===== src/rtl/pc_fetch_if.sv =====
// Fetch unit bus: instruction memory request/response,
// decode hand-off and branch redirect.
interface pc_fetch_if;
  logic        imem_req_valid;
  logic        imem_req_ready;
  logic [31:0] imem_addr;
  logic        imem_rsp_valid;
  logic [31:0] imem_rsp_data;
  logic        instr_valid;
  logic [31:0] instr;
  logic [31:0] instr_pc;
  logic        decode_ready;
  logic        redirect_valid;
  logic [31:0] redirect_target;

  modport master (
    output imem_req_valid, imem_addr,
    output instr_valid, instr, instr_pc,
    input  imem_req_ready, imem_rsp_valid, imem_rsp_data,
    input  decode_ready, redirect_valid, redirect_target
  );

  modport slave (
    input  imem_req_valid, imem_addr,
    input  instr_valid, instr, instr_pc,
    output imem_req_ready, imem_rsp_valid, imem_rsp_data,
    output decode_ready, redirect_valid, redirect_target
  );
endinterface


===== src/rtl/pc_fetch_unit.sv =====
// PC register plus single-entry fetch buffer; one
// outstanding imem request, redirects flush and realign.
module pc_fetch_unit #(
  parameter logic [31:0] RESET_PC = 32'h0000_0000
) (
  input  logic        clk,
  input  logic        rst,
  pc_fetch_if.master  bus,
  output logic [31:0] pc,
  output logic        misalign_err
);

  typedef enum logic [1:0] {
    FETCH,
    WAIT,
    HOLD,
    DISCARD
  } state_t;

  state_t      state_q, state_d;
  logic [31:0] pc_q, pc_d;
  logic [31:0] instr_q, instr_d;
  logic [31:0] instr_pc_q, instr_pc_d;
  logic        instr_valid_q, instr_valid_d;
  logic        misalign_q, misalign_d;

  assign bus.imem_req_valid = (state_q == FETCH);
  assign bus.imem_addr      = pc_q;
  assign bus.instr_valid    = instr_valid_q;
  assign bus.instr          = instr_q;
  assign bus.instr_pc       = instr_pc_q;
  assign pc                 = pc_q;
  assign misalign_err       = misalign_q;

  // Next state: redirect wins, else the normal fetch cycle
  always_comb begin
    state_d       = state_q;
    pc_d          = pc_q;
    instr_d       = instr_q;
    instr_pc_d    = instr_pc_q;
    instr_valid_d = instr_valid_q;
    misalign_d    = 1'b0;
    if (bus.redirect_valid) begin
      pc_d          = {bus.redirect_target[31:2], 2'b00};
      instr_valid_d = 1'b0;
      misalign_d    = |bus.redirect_target[1:0];
      unique case (state_q)
        FETCH:
          state_d = bus.imem_req_ready ? DISCARD : FETCH;
        WAIT:
          state_d = bus.imem_rsp_valid ? FETCH : DISCARD;
        HOLD:
          state_d = FETCH;
        DISCARD:
          state_d = bus.imem_rsp_valid ? FETCH : DISCARD;
      endcase
    end else begin
      unique case (state_q)
        FETCH: begin
          if (bus.imem_req_ready) state_d = WAIT;
        end
        WAIT: begin
          if (bus.imem_rsp_valid) begin
            instr_d       = bus.imem_rsp_data;
            instr_pc_d    = pc_q;
            instr_valid_d = 1'b1;
            pc_d          = pc_q + 32'd4;
            state_d       = HOLD;
          end
        end
        HOLD: begin
          if (instr_valid_q && bus.decode_ready) begin
            instr_valid_d = 1'b0;
            state_d       = FETCH;
          end
        end
        DISCARD: begin
          if (bus.imem_rsp_valid) state_d = FETCH;
        end
      endcase
    end
  end

  // State registers with synchronous reset
  always_ff @(posedge clk) begin
    if (rst) begin
      state_q       <= FETCH;
      pc_q          <= RESET_PC;
      instr_q       <= 32'h0;
      instr_pc_q    <= 32'h0;
      instr_valid_q <= 1'b0;
      misalign_q    <= 1'b0;
    end else begin
      state_q       <= state_d;
      pc_q          <= pc_d;
      instr_q       <= instr_d;
      instr_pc_q    <= instr_pc_d;
      instr_valid_q <= instr_valid_d;
      misalign_q    <= misalign_d;
    end
  end

endmodule


===== src/flat_wrapper.sv =====
// flat-port wrapper written by rule: the top's interface ports become plain ports
module pc_fetch_unit_flat 
#(
  parameter logic [31:0] RESET_PC = 32'h0000_0000
)
  (clk, rst, pc, misalign_err, bus_imem_req_valid, bus_imem_addr, bus_instr_valid, bus_instr, bus_instr_pc, bus_imem_req_ready, bus_imem_rsp_valid, bus_imem_rsp_data, bus_decode_ready, bus_redirect_valid, bus_redirect_target);
  pc_fetch_if bus_i ();
  input  logic clk;
  input  logic rst;
  output logic [31:0] pc;
  output logic misalign_err;
  output wire logic [$bits(bus_i.imem_req_valid)-1:0] bus_imem_req_valid;
  output wire logic [$bits(bus_i.imem_addr)-1:0] bus_imem_addr;
  output wire logic [$bits(bus_i.instr_valid)-1:0] bus_instr_valid;
  output wire logic [$bits(bus_i.instr)-1:0] bus_instr;
  output wire logic [$bits(bus_i.instr_pc)-1:0] bus_instr_pc;
  input wire logic [$bits(bus_i.imem_req_ready)-1:0] bus_imem_req_ready;
  input wire logic [$bits(bus_i.imem_rsp_valid)-1:0] bus_imem_rsp_valid;
  input wire logic [$bits(bus_i.imem_rsp_data)-1:0] bus_imem_rsp_data;
  input wire logic [$bits(bus_i.decode_ready)-1:0] bus_decode_ready;
  input wire logic [$bits(bus_i.redirect_valid)-1:0] bus_redirect_valid;
  input wire logic [$bits(bus_i.redirect_target)-1:0] bus_redirect_target;
  assign bus_imem_req_valid = bus_i.imem_req_valid;
  assign bus_imem_addr = bus_i.imem_addr;
  assign bus_instr_valid = bus_i.instr_valid;
  assign bus_instr = bus_i.instr;
  assign bus_instr_pc = bus_i.instr_pc;
  assign bus_i.imem_req_ready = bus_imem_req_ready;
  assign bus_i.imem_rsp_valid = bus_imem_rsp_valid;
  assign bus_i.imem_rsp_data = bus_imem_rsp_data;
  assign bus_i.decode_ready = bus_decode_ready;
  assign bus_i.redirect_valid = bus_redirect_valid;
  assign bus_i.redirect_target = bus_redirect_target;
  pc_fetch_unit #(.RESET_PC(RESET_PC)) u_core (.clk(clk), .rst(rst), .bus(bus_i), .pc(pc), .misalign_err(misalign_err));
endmodule

===== config.mk =====
export PLATFORM = sky130hd
export DESIGN_NAME = pc_fetch_unit_flat
export DESIGN_NICKNAME = d
export VERILOG_FILES = /design/src/rtl/pc_fetch_if.sv /design/src/rtl/pc_fetch_unit.sv /design/src/flat_wrapper.sv
export SDC_FILE = /design/constraint.sdc
export NUM_CORES = 1
export LEC_CHECK = 0
export ABC_AREA = 1
export BUFFER_PORTS_ARGS = -buffer_cell sky130_fd_sc_hd__buf_2
export CAP_MARGIN = 20
export CORE_ASPECT_RATIO = 0.8
export CORE_MARGIN = 1.5
export CORE_UTILIZATION = 45
export DETAILED_ROUTE_END_ITERATION = 8
export GPL_ROUTABILITY_DRIVEN = 0
export PLACE_DENSITY = 0.78
export SLEW_MARGIN = 20
export SYNTH_ARGS = -nofsm -noshare
export SYNTH_HDL_FRONTEND = slang
export SYNTH_SLANG_ARGS = --single-unit
export TNS_END_PERCENT = 10

===== constraint.sdc =====
create_clock -name clk -period 2.6 [get_ports clk]
set_clock_uncertainty 0.15 [all_clocks]
set_input_delay 0.39 -clock clk [delete_from_list [all_inputs] [get_ports clk]]
set_output_delay 0.39 -clock clk [all_outputs]
set_load 0.01 [all_outputs]

==> impl_metrics.csv <==
group,metric,value,unit
run_status,outcome,"finished clean",
power_and_ir_drop,p_clk_frac,0.392,
timing,maxSlewHeadroom,0.4314,
layout,nets,892,
critical_path,crit_fanout,6,
yosys,synth_area,0.004740,mm²
placed_design,portBuffers,194,
critical_path,end_kind,"register",
layout,final_cell_mix,"buf_2, nor2_1, nand2_1",
power_and_ir_drop,p_int,2469,µW
placed_design,place_ws,592.9,ps
critical_path,regToRegEndpoint,"u_core.bus.imem_addr[24]",
yosys,ys_seq_area_frac,0.4055,
clock_network,post_cts_buffers,0,
critical_path,ff2ff_setup_slack,700,ps
floorplanning,row_count,33,
critical_path,crit_top_cell,"nand2_1",
timing,finalCritPeriodShare,0.7290,
grt,busiest_layer,"met2",
critical_path,critical_path_arrival,1960,ps
clock_network,numCtsBuffers,9,
timing,fin_ws,704.6,ps
clock_network,cts_resized,0,
timing,worst_slew_pin_slew,847.6,ps
yosys,yosysUniqueCellTypes,38,
grt,grt_start_max_net_pins,64,
timing,slew_viol_final,0,
power_and_ir_drop,p_leak,0.002778,µW
critical_path,rr_worst_depth,10,
clock_network,insertion_delay,340,ps
floorplanning,io_pins,201,
floorplanning,core,0.01024,mm²
clock_network,htree_levels,3,
timing,max_freq,527.6,MHz
drt,vias,4835,
floorplanning,initial_utilization,0.4629,
placed_design,placed_cells,950,
grt,antenna_found_initial,0,
layout,n_antenna_cell,0,
yosys,yosys-top-cells-area,"dfxtp_1, nor2_1, nand2_1",
drt,wl_per_cell,13.72,µm
critical_path,crit_chain,"ha_1 > nand2_1 > nor2_4 > nand2_1 > nor2_4 > nand2_1 > nand2_1 > nand3_1 > nand2_1 > a21oi_1",
power_and_ir_drop,cellPowerDensity,578.1,mW/mm²
critical_path,cp-start-kind,"register",
power_and_ir_drop,pwr-share-seq,0.475,
critical_path,critPathKind,"reg2reg",
clock_network,root_buffer,"clkbuf_16",
grt,grt_pass1_vias,4134,
timing,tns,0,ps
hold_path,hold_path_class,"in2reg",
timing,rsz0062_at_grt,"false",
critical_path,cp_slowest_cell,"dfxtp_1",
layout,seq_area,0.001922,mm²
drt,drt.antenna.violating_nets,0,
timing,finalCriticalPeriod,1895,ps
hold_path,hold_start,"bus_redirect_target[9]",
clock_network,clock-sinks,96,
yosys,yosys.area.top_type_share,0.4055,
grt,gr-total-overflow,0,
clock_network,clockBufferDepth,2,
critical_path,worst-path-buf-inv,0,
power_and_ir_drop,p_comb_frac,0.132,
power_and_ir_drop,netSwitchingPower,919.8,µW
floorplanning,die-area,0.01116,mm²
clock_network,cts_tree,"yes",
power_and_ir_drop,swShare,0.2714,
yosys,syn_avg_cell_area,7.074,µm²
layout,fin_util,0.5725,
yosys,yosys.area.top_type,"dfxtp_1",
layout,final_common_cell,"buf_2",
yosys,ys_seq_elements,96,
timing,hold_violations,0,
floorplanning,die_y,94.79,µm
drt,first_pass_iters,5,
grt,grtUsageMet3,0.05797,
hold_path,min_delay_worst_endpoint,"u_core.bus.imem_addr[9]",
hold_path,whs_path_depth,3,
drt,viasPerCell,5.005,
power_and_ir_drop,peakVddDrop,0.4327,mV
layout,multi_input_area,0.002213,mm²
yosys,yosys_warnings,0,
timing,holdWs,139.0,ps
layout,fillers,1067,
drt,drt_iter0_markers,389,
critical_path,required,2670,ps
floorplanning,dieWidth,117.7,µm
critical_path,cp_top_family,"simple AND/OR/NAND/NOR gates",
grt,grt_util_all_layers,0.2338,
clock_network,cts.clk_slew.worst_paths,70,ps
layout,synthToLayoutAreaGrowth,23.68,%
layout,final_cell_count_no_fill,966,
yosys,synth_edf_count,0,
critical_path,slowest_delay,450,ps
placed_design,dp_hpwl,9265,µm
grt,met1_usage,0.2995,
drt,wl,13250,µm
clock_network,holdBufCountCts,0,
yosys,synthFlopType,"dfxtp_1",
drt,drc,0,
grt,use_met2,0.3899,
layout,final_layout_size_suffix_gt1_frac,0.3111,
grt,grt_pass1_wl,20630,µm
timing,setup_violations,0,
critical_path,worstReg2RegStart,"u_core.bus.imem_addr[3]",
yosys,synthCells,670,
flow_run,drv_cap,0,
yosys,synthArstFlopShare,0,
-- power by group through the flow --
stage | combinational [µW] | sequential, µW | clock (µW)
3_3_place_gp | 443 | 1640 | 0
5_1_grt | 499 | 1620 | 1420
2_1_floorplan | 264 | 1660 | 0
4_1_cts | 449 | 1610 | 1360
3_5_place_dp | 447 | 1640 | 0
6_report | 448 | 1610 | 1330
-- kinds of logic (layout without fill, tap and decap cells) --
family | Yosys count | count (layout) | synth area share
AOI/OAI and AO/OA | 121 | 121 | 0.1381
xor gates and xnor gates | 3 | 3 | 0.005545
adders and majority gates | 1 | 1 | 0.002639
buffers and inverters | 118 | 269 | 0.1315
DFF | 96 | 96 | 0.4055
other | 1 | 6 | 0.0007912
and+or+nand+nor | 330 | 330 | 0.3160
-- worst max-delay path by stage --
stage,from,endpoint,slack (ps),cells after the start
floorplan,u_core.bus.imem_addr[2],u_core.bus.imem_addr[22],920,10
global placement,rst,u_core.bus.instr[25],650,5
detailed placement,rst,u_core.bus.instr_pc[18],590,5
CTS,u_core.bus.imem_addr[3],u_core.bus.imem_addr[22],720,10
global route,u_core.bus.imem_addr[3],u_core.bus.imem_addr[22],590,10
finish,u_core.bus.imem_addr[3],u_core.bus.imem_addr[24],700,10
-- area by class of cell --
class,count,share of cell area
Clock buffer,9,0.03842
Multi-Input combinational cell,461,0.3776
Tap cell,140,0.02988
Clock inverter,7,0.01217
Inverter,49,0.03138
Sequential cell,96,0.3279
Timing Repair Buffer,204,0.1827
-- state kept, by name, summed over array words and instances (netlist names) --
name,count
u_core.bus.instr_pc,30
u_core.bus.imem_addr,30
u_core.misalign_err,1
u_core.bus.instr,32
u_core.bus.instr_valid,1
u_core.state_q,2
-- per-stage QoR --
step,power [µW],instance area (µm²)
final,3389,5862
after global routing,3546,5862
after CTS,3416,5862
after detailed placement,2090,5565
after global placement,2085,5565
after floorplan,1926,4758
-- synth_stat cells (all sizes together) (2+ instances only) --
library cell,count
buf,56
a22oi,4
inv,47
nand3b,5
a21oi,31
nand4,7
nand3,36
a31oi,9
o21ai,69
nand2,118
clkinv,2
clkbuf,13
xor2,2
a211oi,6
nor3,10
nor2,152
dfxtp,96
-- worst min-delay path: stages --
cell and delay, ps:
buf_2 80, nand3_1 70, nand2_1 60
-- metal layers --
layer / up-vias / wire, µm
met1: 2162 / 5762
li1: 2421 / -
met5: - / 0
met4: 0 / 171
met2: 239 / 6111
met3: 13 / 1206
Power figures use the tool's default switching activity.
